<file path="config.mk">
export PLATFORM = sky130hd
export DESIGN_NAME = sync_fifo_fwft
export DESIGN_NICKNAME = d
export VERILOG_FILES = /design/src/rtl/sync_fifo_fwft.sv
export SDC_FILE = /design/constraint.sdc
export NUM_CORES = 1
export LEC_CHECK = 0
export CORE_MARGIN = 4
export CORE_UTILIZATION = 59
export CTS_CLUSTER_SIZE = 25
export DETAILED_ROUTE_END_ITERATION = 10
export GPL_TIMING_DRIVEN = 0
export MAX_ROUTING_LAYER = met4
export PLACE_DENSITY = 0.76
export SYNTH_ARGS = -nofsm -noshare
export SYNTH_HDL_FRONTEND = slang
export SYNTH_SLANG_ARGS = --single-unit
</file>
<file path="constraint.sdc">
create_clock -name clk -period 4.15 [get_ports clk]
set_clock_uncertainty 0.15 [all_clocks]
set_input_delay 0.415 -clock clk [delete_from_list [all_inputs] [get_ports clk]]
set_output_delay 0.415 -clock clk [all_outputs]
set_load 0.03 [all_outputs]
</file>
<file path="src/rtl/sync_fifo_fwft.sv">
// Single-clock FIFO with a standard registered-read mode or a first-word-fall-through
// mode. It provides occupancy count, almost-full/empty thresholds and overflow/underflow pulses.
module sync_fifo_fwft #(
  parameter int data_width = 16,
  parameter int addr_width = 5,
  parameter bit fwft       = 1'b0,
  parameter int af_level   = (1 << addr_width) - 4,
  parameter int ae_level   = 4
) (
  input  logic                  clk,
  input  logic                  rst,
  input  logic                  wr_en,
  input  logic [data_width-1:0] din,
  input  logic                  rd_en,
  output logic [data_width-1:0] dout,
  output logic                  valid,
  output logic                  full,
  output logic                  empty,
  output logic                  almost_full,
  output logic                  almost_empty,
  output logic [addr_width:0]   count,
  output logic                  overflow,
  output logic                  underflow
);

  localparam int depth = 1 << addr_width;
  localparam logic [addr_width:0] depth_c = (addr_width + 1)'(depth);
  localparam logic [addr_width:0] af_c    = (addr_width + 1)'(af_level);
  localparam logic [addr_width:0] ae_c    = (addr_width + 1)'(ae_level);

  logic [data_width-1:0] mem [depth];

  logic [addr_width:0]   wr_ptr_q, wr_ptr_d;
  logic [addr_width:0]   rd_ptr_q, rd_ptr_d;
  logic [addr_width:0]   count_q, count_d;
  logic [data_width-1:0] dout_q, dout_d;
  logic                  valid_q, valid_d;
  logic                  full_q, full_d;
  logic                  empty_q, empty_d;
  logic                  almost_full_q, almost_full_d;
  logic                  almost_empty_q, almost_empty_d;
  logic                  overflow_q, overflow_d;
  logic                  underflow_q, underflow_d;

  logic                  wr_acc;
  logic                  rd_acc;
  logic                  mem_wr;
  logic                  mem_rd;

  logic [addr_width-1:0] wr_addr;
  logic [addr_width-1:0] rd_addr;

  assign wr_addr = wr_ptr_q[addr_width-1:0];
  assign rd_addr = rd_ptr_q[addr_width-1:0];
  assign wr_acc  = wr_en & ~full_q;

  generate
    if (fwft) begin : g_fwft
      // The output register holds the head word, so storage holds count-valid words.
      logic mem_has_data;
      logic refill;

      assign rd_acc       = rd_en & valid_q;
      assign mem_has_data = count_q > {{addr_width{1'b0}}, valid_q};
      assign refill       = ~valid_q | rd_acc;

      always_comb begin
        mem_wr  = wr_acc;
        mem_rd  = 1'b0;
        dout_d  = dout_q;
        valid_d = valid_q;
        if (refill) begin
          if (mem_has_data) begin
            mem_rd  = 1'b1;
            dout_d  = mem[rd_addr];
            valid_d = 1'b1;
          end else if (wr_acc) begin
            // Bypass: the incoming word goes straight to the output register.
            mem_wr  = 1'b0;
            dout_d  = din;
            valid_d = 1'b1;
          end else begin
            valid_d = 1'b0;
          end
        end
      end
    end else begin : g_std
      assign rd_acc = rd_en & ~empty_q;

      always_comb begin
        mem_wr  = wr_acc;
        mem_rd  = rd_acc;
        dout_d  = dout_q;
        valid_d = rd_acc;
        if (rd_acc) begin
          dout_d = mem[rd_addr];
        end
      end
    end
  endgenerate

  always_comb begin
    wr_ptr_d       = wr_ptr_q + {{addr_width{1'b0}}, mem_wr};
    rd_ptr_d       = rd_ptr_q + {{addr_width{1'b0}}, mem_rd};
    count_d        = count_q + {{addr_width{1'b0}}, wr_acc} - {{addr_width{1'b0}}, rd_acc};
    full_d         = (count_d == depth_c);
    empty_d        = (count_d == '0);
    almost_full_d  = (count_d >= af_c);
    almost_empty_d = (count_d <= ae_c);
    overflow_d     = wr_en & full_q;
    underflow_d    = rd_en & empty_q;
  end

  // Storage is deliberately left uninitialised on reset.
  always_ff @(posedge clk) begin
    if (mem_wr) begin
      mem[wr_addr] <= din;
    end
  end

  always_ff @(posedge clk) begin
    if (rst) begin
      wr_ptr_q       <= '0;
      rd_ptr_q       <= '0;
      count_q        <= '0;
      dout_q         <= '0;
      valid_q        <= 1'b0;
      full_q         <= 1'b0;
      empty_q        <= 1'b1;
      almost_full_q  <= 1'b0;
      almost_empty_q <= 1'b1;
      overflow_q     <= 1'b0;
      underflow_q    <= 1'b0;
    end else begin
      wr_ptr_q       <= wr_ptr_d;
      rd_ptr_q       <= rd_ptr_d;
      count_q        <= count_d;
      dout_q         <= dout_d;
      valid_q        <= valid_d;
      full_q         <= full_d;
      empty_q        <= empty_d;
      almost_full_q  <= almost_full_d;
      almost_empty_q <= almost_empty_d;
      overflow_q     <= overflow_d;
      underflow_q    <= underflow_d;
    end
  end

  assign dout         = dout_q;
  assign valid        = valid_q;
  assign full         = full_q;
  assign empty        = empty_q;
  assign almost_full  = almost_full_q;
  assign almost_empty = almost_empty_q;
  assign count        = count_q;
  assign overflow     = overflow_q;
  assign underflow    = underflow_q;

endmodule
</file>
# After elaboration in Yosys (flattened, before gate mapping)
# Memories as Yosys holds them, arrays and structs flattened. A register that Yosys moved wholly into a read port is not among the register bits.
# Index checks and enable logic that the tools add are counted.
# Widths: inputs -> output; s select.
[word_totals] reg_bits=25 latch_bits=0 ramBits=512 mem_bits_ro=0 input_bits=20 output_inout_bits=29 elab_cells=27 n_memories=1
[mem_list] memory="mem" depth=32 word_bits=16 read_ports=1 rd_clocked_by_memory_dff=1 wr=1 line="31" rtl="logic [data_width-1:0] mem [depth];"
[op_classes] add_sub_neg=4 multipliers=0 div=0 n_lt_le_gt_ge=2 n_eq_ne=1 shifts=0 mux=2 n_bitwise=6 reduce_logical=1
[op_table] op="$add 6x1->6" count=3
[op_table] op="$eq 6x6->1 const B" count=1
[op_table] op="$ge 6x5->1 const B" count=1
[op_table] op="$le 6x3->1 const B" count=1
[op_table] op="$logic_not 6->1" count=1
[op_table] op="$sub 6x1->6" count=1
[op_table] op="$and 1x1->1" count=4
[op_table] op="$mux 1" count=2
[op_table] op="$not 1->1" count=2

# Logic depth before layout (Yosys ltp)
# Gate-level depths: netlist (run 1).
[depth] depth_word=5 ltp_mapped=10 depth_no_buf=9

# Worst setup path after synthesis (run 1)
# Ideal clock, no wire load.
[synth_path] path_type="register to register" start="register empty_q (netlist: empty)" end="register empty_q (netlist: empty)" setup_ps=70 t_arrival_ps=2331 required_time_ps=3930 slack_ps=1599 stages_incl_launch_ff=11 n_path_buf=1 cell_sequence="dfxtp_1 > nor2b_1 > clkbuf_1 > xnor2_1 > ha_1 > fa_1 > a21o_1 > a21oi_1 > xor2_1 > nand4_1 > a21oi_1"
[synth_via] elab_chain_cells=4
[synth_lines] element="start, declared" line="39" rtl="logic empty_q, empty_d;"
[synth_lines] element="start signal, assigned" line="141" rtl="empty_q <= empty_d;"
[synth_lines] element="$not 1->1" line="88" rtl="assign rd_acc = rd_en & ~empty_q;"
[synth_lines] element="$and 1x1->1" line="88"
[synth_lines] element="$sub 6x1->6" line="105" rtl="count_d = count_q + {{addr_width{1'b0}}, wr_acc} - {{addr_width{1'b0}}, rd_acc};"
[synth_lines] element="$logic_not 6->1" line="107" rtl="empty_d = (count_d == '0);"
# Every way passes these cells.
# A chain may end at the register's enable or synchronous reset.

==> flow_metrics.env, run 1 <==
export IMPL_via_count=10738
export IMPL_start_kind="flop"
export IMPL_clockRootBuffer="clkbuf_16"
export IMPL_cts_tree="built"
export IMPL_dieArea_mm2=0.0386
export IMPL_postRouteWirelength_um=47500
export IMPL_start_util_pct=60.2
export IMPL_ys_async_sr_fraction_pct=0
export IMPL_firstDrtPassIters=5
export IMPL_insertedDiodeCount=0
export IMPL_cts_buffer_depth=3
export IMPL_fin_crit_sh_pct=76.9
export IMPL_post_dp_hpwl_um=29500
export IMPL_clk_latency_ns=0.57
export IMPL_hold_depth=2
export IMPL_hp_start="rd_en"
export IMPL_place_area_mm2=0.0223
export IMPL_power_mw=13.1
export IMPL_h_tree_depth=2
export IMPL_p_per_area_mw_per_mm2=548
export IMPL_crit_path_cell_trace="buf_2 > buf_2 > buf_1 > mux4_2 > a22oi_1 > nand2_1 > a32o_1"
export IMPL_cts_buffers=53
export IMPL_rows=68
export IMPL_ys_types=37
export IMPL_hp_class="in -> reg"
export IMPL_fp_dieW_um=196
export IMPL_final_cells=1656
export IMPL_clkTransAtPathRegs_ns=0.06
export IMPL_relSlewSlack_pct=7.73
export IMPL_fin_hold_ws_ns=0.284
export IMPL_die_y_um=196
export IMPL_avgViaCountPerCell=6.48
export IMPL_pwr_share_comb_pct=16.9
export IMPL_crit_slowest_cell="buf_1"
export IMPL_hold_buffers=0
export IMPL_synth_largest_area_cell="edfxtp_1"
export IMPL_drt_antenna_violating_nets=0
export IMPL_max_freq_mhz=313
export IMPL_fin_crit_ns=3.19
export IMPL_worstPathMaxFanout=10
export IMPL_cp_slowest_stage_delay_ns=0.63
export IMPL_clock_sinks=551
export IMPL_drive_gt1_share_pct=21.1
export IMPL_synth_top_area_share_pct=73.4
export IMPL_r2r_start="rd_ptr_q[1]"
export IMPL_p_seq_share_pct=48.1
export IMPL_synth_seq_cells=551
export IMPL_drt_iter0_drc=1317
export IMPL_ys_top_cells_by_area="edfxtp_1 73%, mux4_2 11%, dfxtp_1 3.7%"
export IMPL_slew_violations=0
export IMPL_worst_pin_slew_ns=1.38
export IMPL_worst_setup_path_end_kind="flop"
export IMPL_area_growth_pct=14.2
export IMPL_ctsResizeCount=0
export IMPL_status="finished clean"
export IMPL_wl_per_cell_um=28.7
export IMPL_syn_mean_instance_area_um2=20.2
export IMPL_grt_total_usage_pct=25.9
export IMPL_ir_drop_mv=0.383
export IMPL_rsz0062_at_grt="no"
export IMPL_drc=0
export IMPL_arrival_ns=3.50
export IMPL_syn_num_nets=1065
export IMPL_io_buffers=48
export IMPL_io_pins=49
export IMPL_antenna_found_initial=0
export IMPL_synth_edf_count=512
export IMPL_routabilityCongestion=0.829
export IMPL_cpMostUsedCell="buf_2"
export IMPL_leakage_nw=7.55
export IMPL_final_hold_violation_count=0
export IMPL_grt_pass1_vias=10841
export IMPL_dp_cells=1557
export IMPL_fin_area_mm2=0.0239
export IMPL_grt_pass1_wl_um=70800
export IMPL_finalSetupViolations=0
export IMPL_synth_area_mm2=0.0209
export IMPL_reg2reg_slack_ns=0.96
export IMPL_path_class="reg -> reg"
export IMPL_p_int_mw=9.79
export IMPL_ys_seq_area_share_pct=77.1
export IMPL_synth_top_flop_cell="edfxtp_1"
export IMPL_layout_nets=1186
export IMPL_ys_warn_count=0
export IMPL_ff2ff_path_depth=7
export IMPL_clkPwrFrac_pct=35.0
export IMPL_postCtsSetupBuffers=0
export IMPL_power_switching_share_pct=25.4
export IMPL_max_cap_violations=0
export IMPL_hold_end="underflow"
export IMPL_grt_ovfl_total=0
export IMPL_syn_inst=1036
export IMPL_r2r_end="dout[13]"
export IMPL_critPathRequiredTime_ns=4.46
export IMPL_core_mm2=0.0348
export IMPL_crit_start="rd_ptr_q[1]"
export IMPL_nFillCells=2133
export IMPL_grt_start_max_net_pins=33
export IMPL_finalSetupTns_ns=0
export IMPL_p_sw_mw=3.33
==> Yosys cell counts (all sizes together), types with 3 or more instances <==
cell type and instances:
a211oi 17, a21o 4, a21oi 19, a22oi 31
a32o 16, and3 3, buf 25, clkbuf 35
dfxtp 39, edfxtp 512, ha 8, inv 7
mux2i 62, mux4 98, nand2 34, nand3 7
nand3b 5, nor2 48, nor2b 8, o221ai 16
o22ai 15, or3 3, xnor2 6, xor2 6
==> metrics by stage <==
step | setup slack (ns) | utilization [%]
after floorplan | 1.60 | -
after global placement | 0.593 | 63.2
after detailed placement | 0.565 | 64.1
after CTS | 1.04 | 68.8
after global routing | 0.835 | 68.7
final | 0.957 | 68.7
==> critical path: cells and delay by family (launching register included) <==
kind                   cells  cell delay, ns
buffers and inverters      3            1.30
AOI/OAI and AO/OA          2            0.75
muxes                      1            0.41
DFF                        1            0.34
and+or+nand+nor            1            0.13
==> final cells by class <==
| type | count | area (µm²) | share of cell area (%) |
|---|---|---|---|
| sequential | 551 | 16200 | 67.5 |
| inverter | 7 | 26.3 | 0.110 |
| tap | 455 | 569 | 2.38 |
| clock buffer | 66 | 1420 | 5.92 |
| timing repair buffer | 66 | 683 | 2.86 |
| clock inverter | 33 | 245 | 1.03 |
| buffer | 60 | 282 | 1.18 |
| multi-input combinational | 418 | 4550 | 19.0 |
==> power by group through the flow <==
stage / Combinational (mW) / Clock, mW / Sequential [mW]
2_1_floorplan: 1.34 / 0 / 6.56
3_3_place_gp: 2.16 / 0 / 6.42
3_5_place_dp: 2.22 / 0 / 6.43
4_1_cts: 2.24 / 4.63 / 6.31
5_1_grt: 2.37 / 4.90 / 6.32
6_report: 2.22 / 4.58 / 6.31
==> cell usage in the layout (no fill, tap or decap), types with 6 or more instances in the layout <==
cell / count
buf_6: 9
mux2i_1: 62
nor2_2: 26
mux4_2: 98
nand3_1: 7
nand2_1: 34
clkinv_2: 18
a32o_1: 16
clkbuf_1: 45
o22ai_1: 15
o221ai_1: 16
a22oi_1: 31
clkdlybuf4s50_1: 39
ha_1: 8
nor2b_1: 8
clkbuf_16: 54
nor2_1: 22
inv_1: 7
a211oi_1: 17
clkinv_1: 9
xor2_1: 6
xnor2_1: 6
a21oi_1: 19
buf_2: 21
edfxtp_1: 512
dfxtp_1: 39
buf_8: 12
==> state kept, by name (all words and copies together), names as in the netlist <==
signal / count
almost_empty: 1
almost_full: 1
count: 6
dout: 16
empty: 1
full: 1
mem: 512
overflow: 1
rd_ptr_q: 5
underflow: 1
valid: 1
wr_ptr_q: 5
==> logic make-up (layout without fill, tap and decap cells) <==
logic type | Yosys count | count (layout) | share of synthesized area [%]
fa+ha+maj | 9 | 9 | 0.574
mux | 160 | 160 | 13.5
buf+inv | 67 | 232 | 1.47
simple gates | 116 | 116 | 2.50
compound gates | 121 | 121 | 4.32
flops | 551 | 551 | 77.1
xor+xnor | 12 | 12 | 0.502
==> how the worst max path moves through the flow <==
| stage | endpoint | slack (ns) | cells past startpoint |
|---|---|---|---|
| floorplan | empty | 1.60 | 10 |
| global placement | mem[16][3] | 0.59 | 5 |
| detailed placement | mem[14][1] | 0.57 | 5 |
| CTS | dout[13] | 1.04 | 7 |
| global route | dout[1] | 0.84 | 9 |
| finish | dout[13] | 0.96 | 7 |
==> metal layers <==
layer	vias up	GRT usage (%)	routed length, µm
met5	-	-	0
met1	5551	37.4	18900
li1	4522	-	-
met4	0	8.92	1980
met2	565	38.0	22300
met3	100	4.85	4350
Power figures use the tool's default switching activity.
==> run 2: changes to the inputs <==
==> constraint.sdc (replaced) <==
create_clock -name clk -period 3.4 [get_ports clk]
set_clock_uncertainty 0.15 [all_clocks]
set_input_delay 0.34 -clock clk [delete_from_list [all_inputs] [get_ports clk]]
set_output_delay 0.34 -clock clk [all_outputs]
set_load 0.03 [all_outputs]
==> results of run 2 <==
Same layout as run 1 (identical final DEF). Status: finished clean.
Among the figures that moved: setup slack after placement 0.565 ns -> -0.110 ns; setup slack after layout 0.957 ns -> 0.207 ns; hold slack 0.284 ns -> 0.209 ns; register-to-register setup slack 0.96 ns -> 0.21 ns; total power 13.1 mW -> 16.0 mW; worst IR drop on VDD 0.383 mV -> 0.467 mV
==> run 3: changes to the inputs <==
--- a/config.mk
+++ b/config.mk
@@ -5,6 +5,7 @@
 export SDC_FILE = /design/constraint.sdc
 export NUM_CORES = 1
 export LEC_CHECK = 0
+export ABC_AREA = 1
 export CORE_MARGIN = 4
 export CORE_UTILIZATION = 59
 export CTS_CLUSTER_SIZE = 25
==> flow_metrics.env, run 3 <==
export IMPL_top_register="mem"
export IMPL_pre_cts_ws_ns=-0.523
export IMPL_status="finished clean"
export IMPL_fin_crit_ns=3.13
export IMPL_hold_buffers=0
export IMPL_clkTransAtPathRegs_ns=0.06
export IMPL_synth_seq_cells=551
export IMPL_synth_top_area_share_pct=67.0
export IMPL_p_per_area_mw_per_mm2=613
export IMPL_synth_area_mm2=0.0229
export IMPL_clk_latency_ns=0.62
export IMPL_io_pins=49
export IMPL_ys_async_sr_fraction_pct=0
export IMPL_cts_buffers=54
export IMPL_arrival_ns=3.53
export IMPL_insertedDiodeCount=0
export IMPL_crit_slowest_cell="fa_1"
export IMPL_fp_dieW_um=205
export IMPL_clockRootBuffer="clkbuf_16"
export IMPL_h_tree_depth=2
export IMPL_hp_class="in -> reg"
export IMPL_ys_types=23
export IMPL_crit_path_cell_trace="nor2_4 > clkinv_2 > clkbuf_1 > nand2_1 > nand2_1 > ha_1 > fa_1 > a21oi_1 > o21bai_1 > xnor2_1 > nand4_1 > o21ai_0"
export IMPL_cts_buffer_depth=3
export IMPL_critPathRequiredTime_ns=3.79
export IMPL_post_dp_hpwl_um=39600
export IMPL_ys_top_cells_by_area="edfxtp_1 67%, nand2_1 11%, nand3_1 7.0%"
export IMPL_place_area_mm2=0.0241
export IMPL_drive_gt1_share_pct=8.29
export IMPL_synth_largest_area_cell="edfxtp_1"
export IMPL_start_kind="flop"
export IMPL_critPathTopFamily="adder cells"
export IMPL_dieArea_mm2=0.0421
export IMPL_syn_num_nets=2194
export IMPL_rows=71
export IMPL_path_class="reg -> reg"
export IMPL_final_cell_mix="700 x nand2_1, 512 x edfxtp_1, 319 x nand3_1"
export IMPL_max_cap_violations=0
export IMPL_finalSetupViolations=0
export IMPL_fin_ws_ns=0.265
export IMPL_avgViaCountPerCell=5.76
export IMPL_reg2reg_slack_ns=0.27
export IMPL_cp_slowest_stage_delay_ns=0.46
export IMPL_synth_most_common_cell="nand2_1"
export IMPL_wl_per_cell_um=21.6
export IMPL_hp_start="rd_en"
export IMPL_max_freq_mhz=319
export IMPL_syn_mean_instance_area_um2=10.6
export IMPL_critical_path_buf_inv_count=2
export IMPL_relSlewSlack_pct=4.06
export IMPL_r2r_start="empty"
export IMPL_slew_violations=0
export IMPL_cts_tree="built"
export IMPL_die_y_um=205
export IMPL_antenna_found_initial=0
export IMPL_clock_sinks=551
export IMPL_rsz0062_at_grt="no"
export IMPL_worstPathMaxFanout=10
export IMPL_final_hold_violation_count=0
export IMPL_final_cells=2828
export IMPL_ys_warn_count=0
export IMPL_hold_end="underflow"
export IMPL_fin_area_mm2=0.0260
export IMPL_grt_pass1_wl_um=91200
export IMPL_via_count=16281
export IMPL_drt_antenna_violating_nets=0
export IMPL_cpMostUsedCell="nand2_1"
export IMPL_grt_total_usage_pct=30.0
export IMPL_synth_edf_count=512
export IMPL_io_buffers=48
export IMPL_fin_hold_ws_ns=0.164
export IMPL_ff2ff_path_depth=12
export IMPL_grt_ovfl_total=0
export IMPL_syn_inst=2165
export IMPL_final_common_cell="nand2_1"
export IMPL_firstDrtPassIters=8
export IMPL_postRouteWirelength_um=61100
export IMPL_core_mm2=0.0380
export IMPL_dp_cells=2729
export IMPL_grt_pass1_vias=15940
export IMPL_drt_iter0_drc=1968
export IMPL_worst_pin_slew_ns=1.43
export IMPL_start_util_pct=60.3
export IMPL_synth_common_cells="700 x nand2_1, 512 x edfxtp_1, 319 x nand3_1, 234 x inv_1, 145 x nor2_1"
export IMPL_layout_nets=2305
export IMPL_drc=0
export IMPL_routabilityCongestion=0.931
export IMPL_fin_crit_sh_pct=92.2
export IMPL_grt_start_max_net_pins=33
export IMPL_r2r_end="empty"
export IMPL_ir_drop_mv=0.533
export IMPL_worst_setup_path_end_kind="flop"
export IMPL_ys_seq_area_share_pct=70.4
export IMPL_leakage_nw=10.2
export IMPL_hold_depth=3
export IMPL_postCtsSetupBuffers=0
export IMPL_synth_top_flop_cell="edfxtp_1"
export IMPL_area_growth_pct=13.2
export IMPL_largest_register_ffs=512
run 3: cell types whose count changed after synthesis, sizes merged, moves of 31 or more:
cell	change
inv	+228
mux4	-98
nand3	+312
nand2	+666
a21oi	+36
nor2	+99
mux2i	-62
a22oi	-31
buf	+52
run 3: worst max path at each step:
stage	from	to	slack [ns]	cells after the start
3_5_place_dp	rd_en	empty	-0.52	14
4_1_cts	empty	empty	0.12	12
6_report	empty	empty	0.27	12
5_1_grt	empty	empty	0.07	12
2_1_floorplan	empty	empty	0.48	12
3_3_place_gp	rd_en	almost_empty	-0.41	14
run 3: worst register-to-register path: stages, from the launching register on:
cell and delay (ns):
dfxtp_1 0.34, nor2_4 0.28, clkinv_2 0.22, clkbuf_1 0.25, nand2_1 0.11, nand2_1 0.06, ha_1 0.25, fa_1 0.46
a21oi_1 0.17, o21bai_1 0.09, xnor2_1 0.32, nand4_1 0.17, o21ai_0 0.18
run 3: layout make-up:
cell class	instances	area [µm²]
sequential	551	16200
fill	2773	12100
multi-input combinational	1267	5470
clock buffer	69	1490
inverter	238	895
tap	511	639
timing repair buffer	55	498
buffer	109	488
clock inverter	28	334
run 3: through the flow:
stage          TNS [ns]  utilization, %  power, mW
6_report              0            68.3       15.9
5_1_grt               0            68.3       16.4
4_1_cts               0            68.2       15.9
3_5_place_dp     -76.51            63.4       9.84
3_3_place_gp     -58.82            63.3       9.78
2_1_floorplan         0               -       9.06
run 3: power breakdown:
part           internal, mW  switching (mW)  leakage, nW
logic                 0.607            1.50         4.43
registers              7.57          0.0731         4.93
clock network          3.61            2.54        0.887
run 3: timing repair:
action,4_1_cts,5_1_grt
resized for setup,1,1
endpoints found under the hold margin,0,0
endpoints found under the setup margin,2,3
run 3: logic make-up (layout without fill, tap and decap cells):
logic type,Yosys count,count (layout),share of synthesized area (%)
AO/OA/AOI/OAI,83,83,1.85
adder cells (fa/ha/maj),9,9,0.524
XOR/XNOR,6,6,0.229
flip-flops,551,551,70.4
buffers and inverters,347,499,6.02
AND/OR/NAND/NOR,1169,1169,20.9
run 3: layer usage:
metal,vias up,global-route usage [%],routed length [µm]
met1,7722,37.9,22700
met5,-,-,0
li1,7385,-,-
met4,0,15.2,3660
met2,959,47.6,29100
met3,215,4.89,5650
